--- config.mk ---
export PLATFORM = sky130hd
export DESIGN_NAME = slave
export DESIGN_NICKNAME = d
export VERILOG_FILES = /design/src/rtl/i2c_pkg.sv /design/src/rtl/i2c_line_detect.sv /design/src/rtl/slave.sv
export SDC_FILE = /design/constraint.sdc
export NUM_CORES = 1
export LEC_CHECK = 0
export BUFFER_PORTS_ARGS = -buffer_cell sky130_fd_sc_hd__buf_2
export CORE_UTILIZATION = 58
export CTS_CLUSTER_SIZE = 25
export DETAILED_ROUTE_END_ITERATION = 12
export GPL_ROUTABILITY_DRIVEN = 0
export PLACE_DENSITY = 0.86
export REMOVE_ABC_BUFFERS = 1
export SLEW_MARGIN = 5
export SYNTH_ARGS = -nofsm -noshare
export SYNTH_HDL_FRONTEND = slang
export SYNTH_SLANG_ARGS = --single-unit
--- constraint.sdc ---
create_clock -name clk -period 3.55 [get_ports clk]
set_input_delay 0.355 -clock clk [delete_from_list [all_inputs] [get_ports clk]]
set_output_delay 0.355 -clock clk [all_outputs]
set_load 0.005 [all_outputs]
--- src/rtl/i2c_pkg.sv ---
// Shared bus definitions used by both the master and the slave.
package i2c_pkg;

  localparam int   ADDR_W = 7;
  localparam logic ACK    = 1'b0;  // receiver pulls the line low
  localparam logic NACK   = 1'b1;  // line released; also the idle/released sda level

  typedef enum logic [2:0] {
    IDLE     = 3'd0,
    ADDR     = 3'd1,
    ADDR_ACK = 3'd2,
    RX       = 3'd3,
    RX_ACK   = 3'd4,
    TX       = 3'd5,
    TX_MACK  = 3'd6
  } i2c_state_e;

endpackage

--- src/rtl/i2c_line_detect.sv ---
// Samples the bus lines into the clk domain and flags sclk edges and
// START/STOP conditions from the current and previous samples.
module i2c_line_detect (
  input  logic clk,
  input  logic rst,
  input  logic sclk,
  input  logic sda_in,
  output logic sda,
  output logic sclk_rise,
  output logic sclk_fall,
  output logic start,
  output logic stop
);

  logic sclk_q, sclk_p, sda_q, sda_p;

  // Current and previous samples; an idle bus reads high on both lines.
  always_ff @(posedge clk or posedge rst) begin
    if (rst) begin
      sclk_q <= 1'b1;
      sclk_p <= 1'b1;
      sda_q  <= 1'b1;
      sda_p  <= 1'b1;
    end else begin
      sclk_q <= sclk;
      sclk_p <= sclk_q;
      sda_q  <= sda_in;
      sda_p  <= sda_q;
    end
  end

  assign sda       = sda_q;
  assign sclk_rise =  sclk_q & ~sclk_p;
  assign sclk_fall = ~sclk_q &  sclk_p;
  // sda may only move while sclk is high for START/STOP; data changes happen with sclk low
  assign start     = sclk_q & sclk_p &  sda_p & ~sda_q;
  assign stop      = sclk_q & sclk_p & ~sda_p &  sda_q;

endmodule

--- src/rtl/slave.sv ---
// I2C-style bus slave: address match, unlimited-length writes, and reads with
// master ACK/NACK. All bytes travel LSB first.
module slave
  import i2c_pkg::*;
#(
  parameter logic [ADDR_W-1:0] SLAVE_ADDR = 7'h50
) (
  input  logic       clk,
  input  logic       rst,
  input  logic       sclk,
  input  logic       sda_in,
  output logic       sda_out,
  input  logic [7:0] data_in,
  output logic [7:0] data_out,
  output logic       data_valid,
  output logic       rd_strobe,
  output logic [2:0] state
);

  logic sda, sclk_rise, sclk_fall, start, stop;

  i2c_line_detect u_line (
    .clk      (clk),
    .rst      (rst),
    .sclk     (sclk),
    .sda_in   (sda_in),
    .sda      (sda),
    .sclk_rise(sclk_rise),
    .sclk_fall(sclk_fall),
    .start    (start),
    .stop     (stop)
  );

  i2c_state_e state_q, state_nx;
  logic [2:0] cnt_q, cnt_nx;
  logic [7:0] shreg_q, shreg_nx, txb_q, txb_nx, dout_nx, shift_in;
  // full_q: a byte (or master ACK) has been taken and the next sclk_fall acts on it
  logic       full_q, full_nx, rw_q, rw_nx, sda_nx, dv_nx, rs_nx;

  assign state    = state_q;
  assign shift_in = {sda, shreg_q[7:1]};

  // State and datapath registers.
  always_ff @(posedge clk or posedge rst) begin
    if (rst) begin
      state_q    <= IDLE;
      cnt_q      <= '0;
      shreg_q    <= '0;
      txb_q      <= '0;
      full_q     <= 1'b0;
      rw_q       <= 1'b0;
      sda_out    <= NACK;
      data_out   <= '0;
      data_valid <= 1'b0;
      rd_strobe  <= 1'b0;
    end else begin
      state_q    <= state_nx;
      cnt_q      <= cnt_nx;
      shreg_q    <= shreg_nx;
      txb_q      <= txb_nx;
      full_q     <= full_nx;
      rw_q       <= rw_nx;
      sda_out    <= sda_nx;
      data_out   <= dout_nx;
      data_valid <= dv_nx;
      rd_strobe  <= rs_nx;
    end
  end

  // Next-state and datapath updates; START/STOP override any sclk edge.
  always_comb begin
    state_nx = state_q;
    cnt_nx   = cnt_q;
    shreg_nx = shreg_q;
    txb_nx   = txb_q;
    full_nx  = full_q;
    rw_nx    = rw_q;
    sda_nx   = sda_out;
    dout_nx  = data_out;
    dv_nx    = 1'b0;
    rs_nx    = 1'b0;
    if (start) begin
      state_nx = ADDR;
      cnt_nx   = '0;
      full_nx  = 1'b0;
      sda_nx   = NACK;
    end else if (stop) begin
      state_nx = IDLE;
      cnt_nx   = '0;
      full_nx  = 1'b0;
      sda_nx   = NACK;
    end else begin
      unique case (state_q)
        ADDR: begin
          if (sclk_rise && !full_q) begin
            shreg_nx = shift_in;
            cnt_nx   = cnt_q + 3'd1;
            if (cnt_q == 3'd7) begin
              rw_nx = sda;
              if (shift_in[6:0] == SLAVE_ADDR) full_nx  = 1'b1;
              else                             state_nx = IDLE;
            end
          end else if (sclk_fall && full_q) begin
            full_nx  = 1'b0;
            sda_nx   = ACK;
            state_nx = ADDR_ACK;
          end
        end
        ADDR_ACK: begin
          if (sclk_fall) begin
            cnt_nx = '0;
            if (rw_q) begin
              txb_nx   = data_in;
              rs_nx    = 1'b1;
              sda_nx   = data_in[0];
              state_nx = TX;
            end else begin
              sda_nx   = NACK;
              state_nx = RX;
            end
          end
        end
        RX: begin
          if (sclk_rise && !full_q) begin
            shreg_nx = shift_in;
            cnt_nx   = cnt_q + 3'd1;
            if (cnt_q == 3'd7) begin
              dout_nx = shift_in;
              dv_nx   = 1'b1;
              full_nx = 1'b1;
            end
          end else if (sclk_fall && full_q) begin
            full_nx  = 1'b0;
            sda_nx   = ACK;
            state_nx = RX_ACK;
          end
        end
        RX_ACK: begin
          if (sclk_fall) begin
            sda_nx   = NACK;
            cnt_nx   = '0;
            state_nx = RX;
          end
        end
        TX: begin
          // cnt_q is the index of the bit currently on the line
          if (sclk_fall) begin
            if (cnt_q == 3'd7) begin
              sda_nx   = NACK;
              cnt_nx   = '0;
              state_nx = TX_MACK;
            end else begin
              cnt_nx = cnt_q + 3'd1;
              sda_nx = txb_q[cnt_q + 3'd1];
            end
          end
        end
        TX_MACK: begin
          if (sclk_rise && !full_q) begin
            if (sda == ACK) full_nx  = 1'b1;
            else            state_nx = IDLE;
          end else if (sclk_fall && full_q) begin
            full_nx  = 1'b0;
            txb_nx   = data_in;
            rs_nx    = 1'b1;
            sda_nx   = data_in[0];
            cnt_nx   = '0;
            state_nx = TX;
          end
        end
        default: ;
      endcase
    end
  end

endmodule

-- Yosys cells after proc, flatten, opt, wreduce, memory -nomap -nowiden
Cells that the tools add are included.
- register bits: 39
- bits of input ports: 12
- output and inout port bits: 14
- logic and storage cells: 147
- add/sub/neg operators: 1
- magnitude comparators: 1
- equal/unequal tests: 32
- muxes and demuxes: 68
- bitwise logic cells: 13
- reductions and logical operators: 18
- operators with widths (operator ; number):
    two-way mux 3 bit ; 24
    inequality test 4 bit (second input constant) ; 9
    inequality test 5 bit (second input constant) ; 7
    two-way mux 1 bit ; 33
    two-way mux 8 bit ; 4
    case mux 3 bit (6 select lines) ; 1
    case mux 8 bit (2 select lines) ; 1
    AND reduction 5 bit ; 3
    equality test 3 bit (second input constant) ; 4
    inequality test 4 x 1 -> 1 bit (second input constant) ; 3
    case mux 3 bit (4 select lines) ; 1
    AND reduction 12 bit ; 1
    inequality test 2 bit (second input constant) ; 4
    AND reduction 8 bit ; 1
    nonzero test 8 bit ; 1
    AND 1 bit ; 7
    equality test 7 bit (second input constant) ; 1
    AND reduction 7 bit ; 1
    nonzero test 7 bit ; 1
    equality test 3 x 2 -> 1 bit (second input constant) ; 2
    inverter 1 bit ; 6
    AND reduction 6 bit ; 1
    nonzero test 6 bit ; 1
    inequality test 5 x 4 -> 1 bit (second input constant) ; 1
    13 further kinds ; 15

-- Longest topological paths before layout
Gate-level depths: netlist of run 1.
- word-level depth: 8
- mapped depth: 7
- mapped depth without buffers: 7

-- By module
Synthesis of run 1 repeated with hierarchy kept, for this count alone.
- cell total of the unflattened synthesis: 195
- area total of the unflattened synthesis: 2034.5 um^2
- modules (own cells, without submodules) (module ; times used ; cells an instance ; area an instance (um^2) ; seq. area each (um^2)):
    slave ; 1 ; 186 ; 1893.1 ; 852.1
    i2c_line_detect ; 1 ; 9 ; 141.4 ; 105.1

-- Worst setup path before layout of run 1
No wires, ideal clock.
- kind: flip-flop to flip-flop
- start: reg cnt_q[0]
- end: reg sda_out
- library setup time: 87 ps
- arrival: 1803 ps
- data required time: 3463 ps
- setup slack: 1659 ps
- cell stages (with the launch flop): 8
- buffers on the path: 0
- clock period less this slack: 1891 ps
- cell sequence: dfrtp_1 ha_1 ha_1 mux4_2 nand2_1 a311oi_1 a211oi_1 a21oi_1
- longest elaborated chain between the ends: 8
- elaborated cells on any way between the ends: 9
- classes of those cells: 1 x add/sub; 1 x eq/ne; 7 x mux
- RTL lines (element ; line ; text):
    start, declared ; slave.sv:35 ; logic [2:0] cnt_q, cnt_nx;
    start signal, assigned ; slave.sv:58 ; cnt_q <= cnt_nx;
    adder 3 x 1 -> 3 bit ; slave.sv:154 ; sda_nx = txb_q[cnt_q + 3'd1];
    binary-select mux 1 bit (select 3 bit) ; slave.sv:154 ;
    two-way mux 1 bit (not written as such) ; slave.sv:154 ;
    two-way mux 1 bit * ; slave.sv:148 ; if (cnt_q == 3'd7) begin
    two-way mux 1 bit * ; slave.sv:147 ; if (sclk_fall) begin
    case mux 1 bit (5 select lines) * ; slave.sv:93 ; unique case (state_q)
    two-way mux 1 bit * ; slave.sv:87 ; end else if (stop) begin
    two-way mux 1 bit * ; slave.sv:82 ; if (start) begin
    end signal, assigned ; slave.sv:63 ; sda_out <= sda_nx;
    end, declared ; slave.sv:12 ; output logic sda_out,
Every way passes the cells marked *; elsewhere a longest branch is shown, timed or not. The select of a mux whose other input is x is not followed.
A chain may end at the register's enable or synchronous reset.

-- Worst setup path after layout of run 1
- start: reg state_q[2], in the netlist state[2]
- end: reg state_q[1], in the netlist state[1]
- longest elaborated chain between the ends: 4
- elaborated cells on any way between the ends: 22
- classes of those cells: 17 x eq/ne; 3 x mux; 2 x reduce/logical
- RTL lines (element ; line ; text):
    start, declared ; slave.sv:34 ; i2c_state_e state_q, state_nx;
    start signal, assigned ; slave.sv:57 ; state_q <= state_nx;
    equality test 3 bit (tied with other cells) ; slave.sv:93 ;
    case mux 3 bit (6 select lines) ; slave.sv:93 ;
    two-way mux 3 bit ; slave.sv:87 ;
    two-way mux 3 bit ; slave.sv:82 ;
Parallel ways exist; a longest one is shown, timed or not.

==> flow_metrics.env, run 1 <==
export IMPL_outcome="finished, final reports clean"
export IMPL_grtUsageTotal=0.242
export IMPL_hold_viol=0
export IMPL_max_freq_ghz=0.474
export IMPL_num_io_pins=26
export IMPL_detailed_place_hpwl_mm=2.75
export IMPL_fin_skew_ns=0.00408
export IMPL_final_util=0.673
export IMPL_cp_cell_sequence="and2b_2 -> o21bai_1 -> a32oi_1 -> o211a_4 -> mux2_4"
export IMPL_synthTopCellsByCount="dfrtp_1, mux2_2, a21oi_1"
export IMPL_clk_pin_slew_ns=0.11
export IMPL_cp_required_ns=3.78
export IMPL_cap_viol_max_count=0
export IMPL_cts_root_buf="clkbuf_4"
export IMPL_core_area_sq_um=3340
export IMPL_start_util=0.609
export IMPL_cts_hold_buffers=0
export IMPL_vdd_ir_drop_max_mv=0.316
export IMPL_min_period_ns=2.11
export IMPL_reg2reg_to="state[1]$_DFFE_PP0P_"
export IMPL_crit_fanout=20
export IMPL_rr_startpoint="state[2]$_DFFE_PP0P_"
export IMPL_ant_nets=0
export IMPL_yosys_area_top_type="dfrtp_1"
export IMPL_async_reset_ff_frac=1.00
export IMPL_grt_pass1_vias=1409
export IMPL_antenna_found_initial=0
export IMPL_share_seq_of_total_power=0.424
export IMPL_nFillCells=263
export IMPL_power_density_nw_per_um2=718
export IMPL_avgSynthCellArea_sq_um=11.7
export IMPL_grt_ovfl_total=0
export IMPL_critPathKind="register to register"
export IMPL_cts_repair_resized=0
export IMPL_ys_ff_latch=38
export IMPL_synthTopCellsByArea="dfrtp_1, mux2_2, dfstp_2, a21oi_1, o21ai_0"
export IMPL_firstDrtPassIters=4
export IMPL_holdCritPathClass="primary input to register"
export IMPL_tns_ns=0
export IMPL_rsz0062_at_grt="false"
export IMPL_synth_cells=173
export IMPL_hold_depth=1
export IMPL_ctsHtreeMaxLevel=2
export IMPL_drc_errors=0
export IMPL_clock_latency_ns=0.34
export IMPL_finalSetupViolations=0
export IMPL_crit_start="state[2]$_DFFE_PP0P_"
export IMPL_busiest_layer="met2"
export IMPL_slew_viol_final=0
export IMPL_ys_warn_count=0
export IMPL_crit_end="state[1]$_DFFE_PP0P_"
export IMPL_pwr_share_comb=0.340
export IMPL_relSlewSlack=0.276
export IMPL_final_nets=210
export IMPL_synth_most_common_cell="dfrtp_1"
export IMPL_grt_pass1_wl_mm=6.44
export IMPL_r2r_slack_ns=1.44
export IMPL_worstMarginPinSlew_ns=1.08
export IMPL_grtUsageMet1=0.298
export IMPL_arrival_ns=2.34
export IMPL_drive_above_1_share=0.406
export IMPL_synth_cell_type_count=51
export IMPL_die_height_um=61.2
export IMPL_routed_wl_mm=3.80
export IMPL_post_place_ws_ns=1.48
export IMPL_hold_worst_slack_ns=0.0956
export IMPL_p_switching_mw=0.538
export IMPL_die_x_um=61.2
export IMPL_leakage_nw=1.04
export IMPL_max_stage_delay_ns=0.72
export IMPL_setup_ws_ns=1.44
export IMPL_cts_sinks=38
export IMPL_use_met3=0.0714
export IMPL_swShare=0.333
export IMPL_first_iter_violations=52
export IMPL_p_int_mw=1.08
export IMPL_pwr_share_clk=0.236
export IMPL_synth_top_cell_area_share=0.406
export IMPL_synth_edf_count=0
export IMPL_slowest_stage="dfrtp_1"
export IMPL_num_rows=21
export IMPL_cts_max_path_buffers=2
export IMPL_grt_max_degree=33
export IMPL_area_growth_pct=10.6
export IMPL_post_cts_buffers=0
export IMPL_period_share=0.594
export IMPL_cts_buffers_inserted=5
export IMPL_syn_area_sq_um=2030
export IMPL_vias=1399
export IMPL_synth_seq_area_share=0.471
export IMPL_worst_setup_path_end_kind="register"
export IMPL_num_antenna_cells=0
export IMPL_wire_per_inst_um=15.6
export IMPL_cts_tree="yes"
export IMPL_ys_flop_type="dfrtp_1"
export IMPL_dieArea_sq_um=3740
export IMPL_register_area_sq_um=957
export IMPL_ff2ff_path_depth=5
export IMPL_worst_setup_path_start_kind="register"
export IMPL_multi_input_area_sq_um=955
export IMPL_routed_via_density=5.76
export IMPL_port_buffers=25
export IMPL_met2_usage=0.393
==> cell type report <==
type,count,share of cell area
clock buffer,6,0.0228
clock inverter,2,0.0267
inverter,7,0.0117
multi-input combinational,117,0.425
sequential,38,0.426
tap,46,0.0256
timing repair buffer,27,0.0624
==> cell usage in the layout (no fill, tap or decap), types with 5 or more instances in the layout <==
master / count
dfrtp_1: 33
mux2_2: 25
nor2_1: 8
inv_1: 6
clkbuf_4: 5
o21ai_0: 9
a21oi_1: 14
dfstp_2: 5
nand2_1: 6
buf_2: 25
==> per-layer routing <==
layer / vias to the layer above / wire [um]
met2: 31 / 1900
met5: - / 0
li1: 676 / -
met4: 0 / 107
met3: 12 / 156
met1: 680 / 1640
==> stage by stage <==
| stage | area [sq um] | instances | total power [mW] |
|---|---|---|---|
| floorplan | 1940 | 162 | 1.09 |
| global placement | 2140 | 235 | 1.20 |
| detailed placement | 2140 | 235 | 1.24 |
| CTS | 2250 | 243 | 1.62 |
| global route | 2250 | 243 | 1.72 |
| finish | 2250 | 243 | 1.61 |
==> flip-flops by register name (all words and copies together) (netlist names) <==
name and flops:
u_line.sclk_q 1, sda_out 1, u_line.sclk_p 1, full_q 1, cnt_q 3, u_line.sda 1, state 3, data_valid 1
u_line.sda_p 1, shreg_q 7, rw_q 1, txb_q 8, rd_strobe 1, data_out 8
==> how the worst min path moves through the flow <==
stage	start	end	slack, ns
after global routing	sda_in	u_line.sda$_DFF_PP1_	0.07
after detailed placement	u_line.sda$_DFF_PP1_	u_line.sda_p$_DFF_PP1_	0.42
after CTS	sda_in	u_line.sda$_DFF_PP1_	0.09
final	sda_in	u_line.sda$_DFF_PP1_	0.1
after global placement	u_line.sda$_DFF_PP1_	u_line.sda_p$_DFF_PP1_	0.42
after floorplan	sclk	u_line.sclk_q$_DFF_PP1_	0.36
==> worst max-delay path: cells and delay by family, from the launching register on <==
family	cells	cell delay, ns
AO/OA/AOI/OAI	3	0.64
flip-flops	1	0.72
multiplexers	1	0.30
AND/OR/NAND/NOR	1	0.32
==> cell families (layout without fill, tap and decap cells) <==
family / Yosys count / after routing / share of synthesized area
AO/OA/AOI/OAI: 46 / 46 / 0.151
flip-flops: 38 / 38 / 0.471
AND/OR/NAND/NOR: 37 / 37 / 0.123
multiplexers: 31 / 31 / 0.179
buffers and inverters: 18 / 42 / 0.0591
adder cells (fa/ha/maj): 2 / 2 / 0.0123
XOR/XNOR: 1 / 1 / 0.00431
==> power by group through the flow <==
stage                     Sequential (mW)  Clock [mW]  Combinational, mW
after CTS                           0.685       0.388              0.550
after floorplan                     0.653           0              0.438
after global routing                0.709       0.409              0.605
after global placement              0.681           0              0.519
after detailed placement            0.694           0              0.546
final                               0.684       0.380              0.549
(Power assumes the default switching activity.)
==> run 2: changes to the inputs <==
--- a/config.mk
+++ b/config.mk
@@ -6,11 +6,11 @@
 export NUM_CORES = 1
 export LEC_CHECK = 0
 export BUFFER_PORTS_ARGS = -buffer_cell sky130_fd_sc_hd__buf_2
-export CORE_UTILIZATION = 58
+export CORE_UTILIZATION = 51
 export CTS_CLUSTER_SIZE = 25
 export DETAILED_ROUTE_END_ITERATION = 12
 export GPL_ROUTABILITY_DRIVEN = 0
-export PLACE_DENSITY = 0.86
+export PLACE_DENSITY = 0.8
 export REMOVE_ABC_BUFFERS = 1
 export SLEW_MARGIN = 5
 export SYNTH_ARGS = -nofsm -noshare
==> constraint.sdc (replaced) <==
create_clock -name clk -period 1.7 [get_ports clk]
set_input_delay 0.17 -clock clk [delete_from_list [all_inputs] [get_ports clk]]
set_output_delay 0.17 -clock clk [all_outputs]
set_load 0.005 [all_outputs]
==> run 2 against run 1 <==
The flow now finishes with violations (setup timing). Clock skew up 0.0019 ns. Die area up 13%. First-iteration DRC count up 79%. Combinational power rose to 3.2 times the previous value. Via count up 12%. Register-to-register slack worse by 1.6 ns. Cell count up 17%. Maximum frequency up 12%. Non-clock buffer count up 39.
==> flow_metrics.env, run 2 (synthesized netlist as in run 1, its figures left out) <==
export IMPL_outcome="finished, violations left"
export IMPL_violations="setup timing"
export IMPL_hold_viol=0
export IMPL_first_iter_violations=93
export IMPL_num_io_pins=26
export IMPL_cts_sinks=38
export IMPL_layout_commonest_cell="dfrtp_1"
export IMPL_setup_ws_ns=-0.190
export IMPL_wire_per_inst_um=16.5
export IMPL_worst_setup_path_end_kind="register"
export IMPL_place_area_sq_um=2380
export IMPL_core_area_sq_um=3740
export IMPL_clk_pin_slew_ns=0.07
export IMPL_cts_root_buf="clkbuf_8"
export IMPL_num_antenna_cells=0
export IMPL_hold_worst_slack_ns=0.103
export IMPL_cts_max_path_buffers=2
export IMPL_routed_wl_mm=4.69
export IMPL_hold_depth=2
export IMPL_worstHoldEndpoint="txb_q[7]$_DFFE_PP0P_"
export IMPL_ctsHtreeMaxLevel=2
export IMPL_grt_pass1_wl_mm=7.46
export IMPL_vdd_ir_drop_max_mv=0.808
export IMPL_power_density_nw_per_um2=1430
export IMPL_grt_ovfl_total=0
export IMPL_dp_cells=268
export IMPL_holdCritPathClass="primary input to register"
export IMPL_cap_viol_max_count=0
export IMPL_ff2ff_path_depth=7
export IMPL_fin_skew_ns=0.00603
export IMPL_rr_startpoint="cnt_q[1]$_DFFE_PP0P_"
export IMPL_post_place_ws_ns=-0.239
export IMPL_area_growth_pct=32.7
export IMPL_cts_tree="yes"
export IMPL_cp_required_ns=1.90
export IMPL_final_util=0.720
export IMPL_reg2reg_to="sda_out$_DFFE_PP1P_"
export IMPL_detailed_place_hpwl_mm=3.04
export IMPL_arrival_ns=2.09
export IMPL_routed_via_density=5.50
export IMPL_clock_latency_ns=0.30
export IMPL_start_util=0.543
export IMPL_stdcell_count=284
export IMPL_slew_viol_final=0
export IMPL_grt_pass1_vias=1561
export IMPL_tns_ns=-0.558
export IMPL_grt_max_degree=39
export IMPL_cts_buffers_inserted=5
export IMPL_rsz0062_at_grt="true"
export IMPL_firstDrtPassIters=4
export IMPL_crit_fanout=3
export IMPL_die_height_um=65.1
export IMPL_finalSetupViolations=9
export IMPL_num_rows=22
export IMPL_hp_start="data_in[7]"
export IMPL_port_buffers=25
export IMPL_period_share=1.11
export IMPL_leakage_nw=1.27
export IMPL_relSlewSlack=0.689
export IMPL_grtUsageTotal=0.237
export IMPL_min_period_ns=1.89
export IMPL_die_x_um=65.1
export IMPL_p_total_mw=3.87
export IMPL_max_freq_ghz=0.529
export IMPL_top_regs="data_out (8), txb_q (8), shreg_q (7)"
export IMPL_worstMarginPinSlew_ns=0.466
export IMPL_drive_above_1_share=0.542
export IMPL_critPathKind="register to register"
export IMPL_design_area_sq_um=2700
export IMPL_ant_nets=0
export IMPL_nFillCells=258
export IMPL_vias=1562
export IMPL_dieArea_sq_um=4240
export IMPL_final_cell_mix="dfrtp_1, buf_4, buf_2"
export IMPL_final_nets=249
export IMPL_antenna_found_initial=0
export IMPL_drc_errors=0
export IMPL_r2r_slack_ns=-0.19
export IMPL_worst_setup_path_start_kind="register"
[run 2: changes by cell type in the layout (fill, tap and decap cells not counted), sizes merged]
cell / change
buf: +36
clkinv: -1
bufinv: -1
clkbuf: +1
inv: +1
dlygate4sd3: +3
[run 2: layout make-up]
| cell class | count | area, sq um | share of cell area |
|---|---|---|---|
| inverters | 7 | 26.3 | 0.00974 |
| clock buffers | 7 | 86.3 | 0.0320 |
| repair buffers | 66 | 475 | 0.176 |
| multi-input cells | 117 | 1060 | 0.394 |
| well taps | 48 | 60.1 | 0.0223 |
| flip-flops and latches | 38 | 957 | 0.355 |
| clock inverters | 1 | 30.0 | 0.0111 |
[run 2: metal layers]
layer,vias to the layer above,GRT usage,share of wire
met1,762,0.318,0.44
li1,753,-,-
met4,0,0.0707,0.0081
met2,43,0.380,0.51
met5,-,0,0
met3,4,0.0625,0.044
[run 2: report_power, final]
group	internal [mW]	leakage, nW	switching (mW)
Sequential	1.12	0.496	0.178
Clock	0.478	0.0585	0.324
Combinational	0.929	0.721	0.833
Total	2.53	1.27	1.34
[run 2: critical path, stage by stage, from the launching register on]
cell and delay (ns):
dfrtp_1 0.39, ha_2 0.21, ha_4 0.28, mux4_2 0.50
nand2_2 0.08, a311oi_2 0.09, a211oi_2 0.17, a21oi_1 0.07
[run 2: repair_timing]
action | 4_1_cts | 5_1_grt
pin swaps | 4 | 5
hold buffers | 3 | 0
resized for setup | 10 | 22
endpoints found under the setup margin | 7 | 24
cloned | 0 | 1
hold endpoints to repair | 35 | 0
setup buffers | 0 | 4
[run 2: worst max path at each step]
| stage | startpoint | end |
|---|---|---|
| 2_1_floorplan | cnt_q[0]$_DFFE_PP0P_ | sda_out$_DFFE_PP1P_ |
| 3_3_place_gp | cnt_q[0]$_DFFE_PP0P_ | sda_out$_DFFE_PP1P_ |
| 3_5_place_dp | cnt_q[0]$_DFFE_PP0P_ | sda_out$_DFFE_PP1P_ |
| 4_1_cts | cnt_q[1]$_DFFE_PP0P_ | sda_out$_DFFE_PP1P_ |
| 5_1_grt | cnt_q[1]$_DFFE_PP0P_ | sda_out$_DFFE_PP1P_ |
| 6_report | cnt_q[1]$_DFFE_PP0P_ | sda_out$_DFFE_PP1P_ |
==> run 3: changes to the inputs <==
--- a/config.mk
+++ b/config.mk
@@ -11,7 +11,6 @@
 export DETAILED_ROUTE_END_ITERATION = 12
 export GPL_ROUTABILITY_DRIVEN = 0
 export PLACE_DENSITY = 0.8
-export REMOVE_ABC_BUFFERS = 1
 export SLEW_MARGIN = 5
 export SYNTH_ARGS = -nofsm -noshare
 export SYNTH_HDL_FRONTEND = slang
==> run 3 against run 2 <==
The flow finishes with violations (hold timing, setup timing). Sequential cell count stayed put. First-iteration DRC count up 71%. Die area is the same. Sequential share of layout area is 0.82 points lower. Non-clock buffer count up 7. Clock power down 5.9%. Worst setup slack lost 0.017 ns. Worst hold slack got worse by 0.12 ns. Critical endpoint unchanged. Core utilization up 1.8 points. Largest power group unchanged. Highest routed layer unchanged. Global-route usage is 3.6 points higher. Design area up 2.5%. Clock skew increased by 0.0031 ns.
==> flow_metrics.env, run 3 (synthesized netlist as in run 1, its figures left out) <==
export IMPL_period_share=1.12
export IMPL_cp_cell_sequence="ha_2 -> ha_4 -> mux4_2 -> nand2_2 -> a311oi_1 -> a211oi_1 -> a21oi_1"
export IMPL_num_io_pins=26
export IMPL_cts_sinks=38
export IMPL_detailed_place_hpwl_mm=3.27
export IMPL_clock_latency_ns=0.29
export IMPL_slowest_stage="mux4_2"
export IMPL_min_period_ns=1.91
export IMPL_outcome="finished, violations left"
export IMPL_worst_setup_path_start_kind="register"
export IMPL_drive_above_1_share=0.564
export IMPL_firstDrtPassIters=4
export IMPL_die_height_um=65.1
export IMPL_vias=1673
export IMPL_critPathKind="register to register"
export IMPL_crit_fanout=3
export IMPL_grt_pass1_vias=1805
export IMPL_cts_tree="yes"
export IMPL_vdd_ir_drop_max_mv=0.735
export IMPL_hold_worst_slack_ns=-0.0214
export IMPL_cp_required_ns=1.91
export IMPL_stdcell_count=291
export IMPL_place_area_sq_um=2420
export IMPL_grt_ovfl_total=0
export IMPL_arrival_ns=2.12
export IMPL_slew_viol_final=0
export IMPL_top_regs="data_out (8), txb_q (8), shreg_q (7)"
export IMPL_start_util=0.543
export IMPL_fin_skew_ns=0.00909
export IMPL_r2r_slack_ns=-0.21
export IMPL_cts_max_path_buffers=2
export IMPL_final_nets=256
export IMPL_ctsHtreeMaxLevel=2
export IMPL_max_freq_ghz=0.524
export IMPL_ff2ff_path_depth=7
export IMPL_final_cell_mix="buf_4, dfrtp_1, buf_2"
export IMPL_worst_setup_path_end_kind="register"
export IMPL_hold_viol=25
export IMPL_setup_ws_ns=-0.207
export IMPL_tns_ns=-1.28
export IMPL_wire_per_inst_um=18.3
export IMPL_drc_errors=0
export IMPL_first_iter_violations=159
export IMPL_antenna_found_initial=0
export IMPL_holdCritPathClass="primary input to async pin"
export IMPL_port_buffers=25
export IMPL_violations="hold timing, setup timing"
export IMPL_rr_startpoint="cnt_q[0]$_DFFE_PP0P_"
export IMPL_num_rows=22
export IMPL_design_area_sq_um=2760
export IMPL_dp_cells=266
export IMPL_area_growth_pct=36.0
export IMPL_core_area_sq_um=3740
export IMPL_max_stage_delay_ns=0.50
export IMPL_worstMarginPinSlew_ns=0.478
export IMPL_rsz0062_at_grt="true"
export IMPL_clk_pin_slew_ns=0.08
export IMPL_layout_commonest_cell="buf_4"
export IMPL_leakage_nw=1.32
export IMPL_cts_buffers_inserted=5
export IMPL_finalSetupViolations=22
export IMPL_dieArea_sq_um=4240
export IMPL_num_antenna_cells=0
export IMPL_critical_path_top_delay_family="multiplexers"
export IMPL_ant_nets=0
export IMPL_cap_viol_max_count=0
export IMPL_reg2reg_to="sda_out$_DFFE_PP1P_"
export IMPL_cts_root_buf="clkbuf_8"
export IMPL_grt_max_degree=39
export IMPL_grtUsageTotal=0.273
export IMPL_routed_via_density=5.75
export IMPL_syn_nets=187
export IMPL_final_util=0.738
export IMPL_routed_wl_mm=5.31
export IMPL_relSlewSlack=0.681
export IMPL_die_x_um=65.1
export IMPL_grt_pass1_wl_mm=8.67
export IMPL_power_density_nw_per_um2=1460
export IMPL_cp_num_buf_inv=0
-- run 3: cell count changes in the layout (fill, tap and decap cells not counted), sizes merged --
| cell | delta |
|---|---|
| buf | +8 |
| clkbuf | -2 |
| clkinv | +2 |
| dlygate4sd3 | -1 |
-- run 3: timing repair --
action                                 4_1_cts  5_1_grt
setup buffers                                5        9
gates resized for setup                     23        8
gates cloned                                 2        0
setup endpoints to repair                   23       31
pin swaps                                    3        3
endpoints found under the hold margin        2        0
hold buffers                                 2        0
-- run 3: worst max-delay path by stage --
stage | slack, ns | cells past startpoint | to | start
5_1_grt | -0.28 | 7 | sda_out$_DFFE_PP1P_ | cnt_q[0]$_DFFE_PP0P_
2_1_floorplan | -0.13 | 6 | state[1]$_DFFE_PP0P_ | u_line.sclk_q$_DFF_PP1_
4_1_cts | -0.18 | 7 | sda_out$_DFFE_PP1P_ | cnt_q[0]$_DFFE_PP0P_
3_3_place_gp | -0.08 | 7 | sda_out$_DFFE_PP1P_ | cnt_q[0]$_DFFE_PP0P_
6_report | -0.21 | 7 | sda_out$_DFFE_PP1P_ | cnt_q[0]$_DFFE_PP0P_
3_5_place_dp | -0.19 | 7 | sda_out$_DFFE_PP1P_ | cnt_q[0]$_DFFE_PP0P_
-- run 3: cell type report --
class | count | area [sq um]
Multi-Input combinational cell | 117 | 1070
Fill cell | 252 | 980
Sequential cell | 38 | 958
Timing Repair Buffer | 73 | 541
Clock buffer | 5 | 68.8
Tap cell | 48 | 60.1
Clock inverter | 3 | 40.0
Inverter | 7 | 28.8
-- run 3: power breakdown --
group | leakage (nW) | switching, mW | internal [mW]
Combinational | 0.771 | 0.897 | 1.08
Clock | 0.0579 | 0.324 | 0.432
Sequential | 0.495 | 0.170 | 1.13
-- run 3: worst reg2reg max path, cell delays in order, from the launching register on --
cell	delay, ns
dfrtp_1	0.41
ha_2	0.21
ha_4	0.28
mux4_2	0.50
nand2_2	0.08
a311oi_1	0.07
a211oi_1	0.21
a21oi_1	0.07
-- run 3: layer usage --
| metal | GRT usage | wire length (um) | up-vias |
|---|---|---|---|
| met5 | 0 | 0 | - |
| met4 | 0.144 | 211 | 0 |
| met3 | 0.0556 | 248 | 24 |
| met2 | 0.474 | 2750 | 70 |
| met1 | 0.318 | 2100 | 816 |
| li1 | - | - | 763 |
-- run 3: per-stage QoR --
stage	power, mW	worst slack, ns
final	4.03	-0.207
after floorplan	2.41	-0.134
after detailed placement	2.88	-0.188
after global placement	2.78	-0.0801
after global routing	4.26	-0.281
after CTS	3.76	-0.180
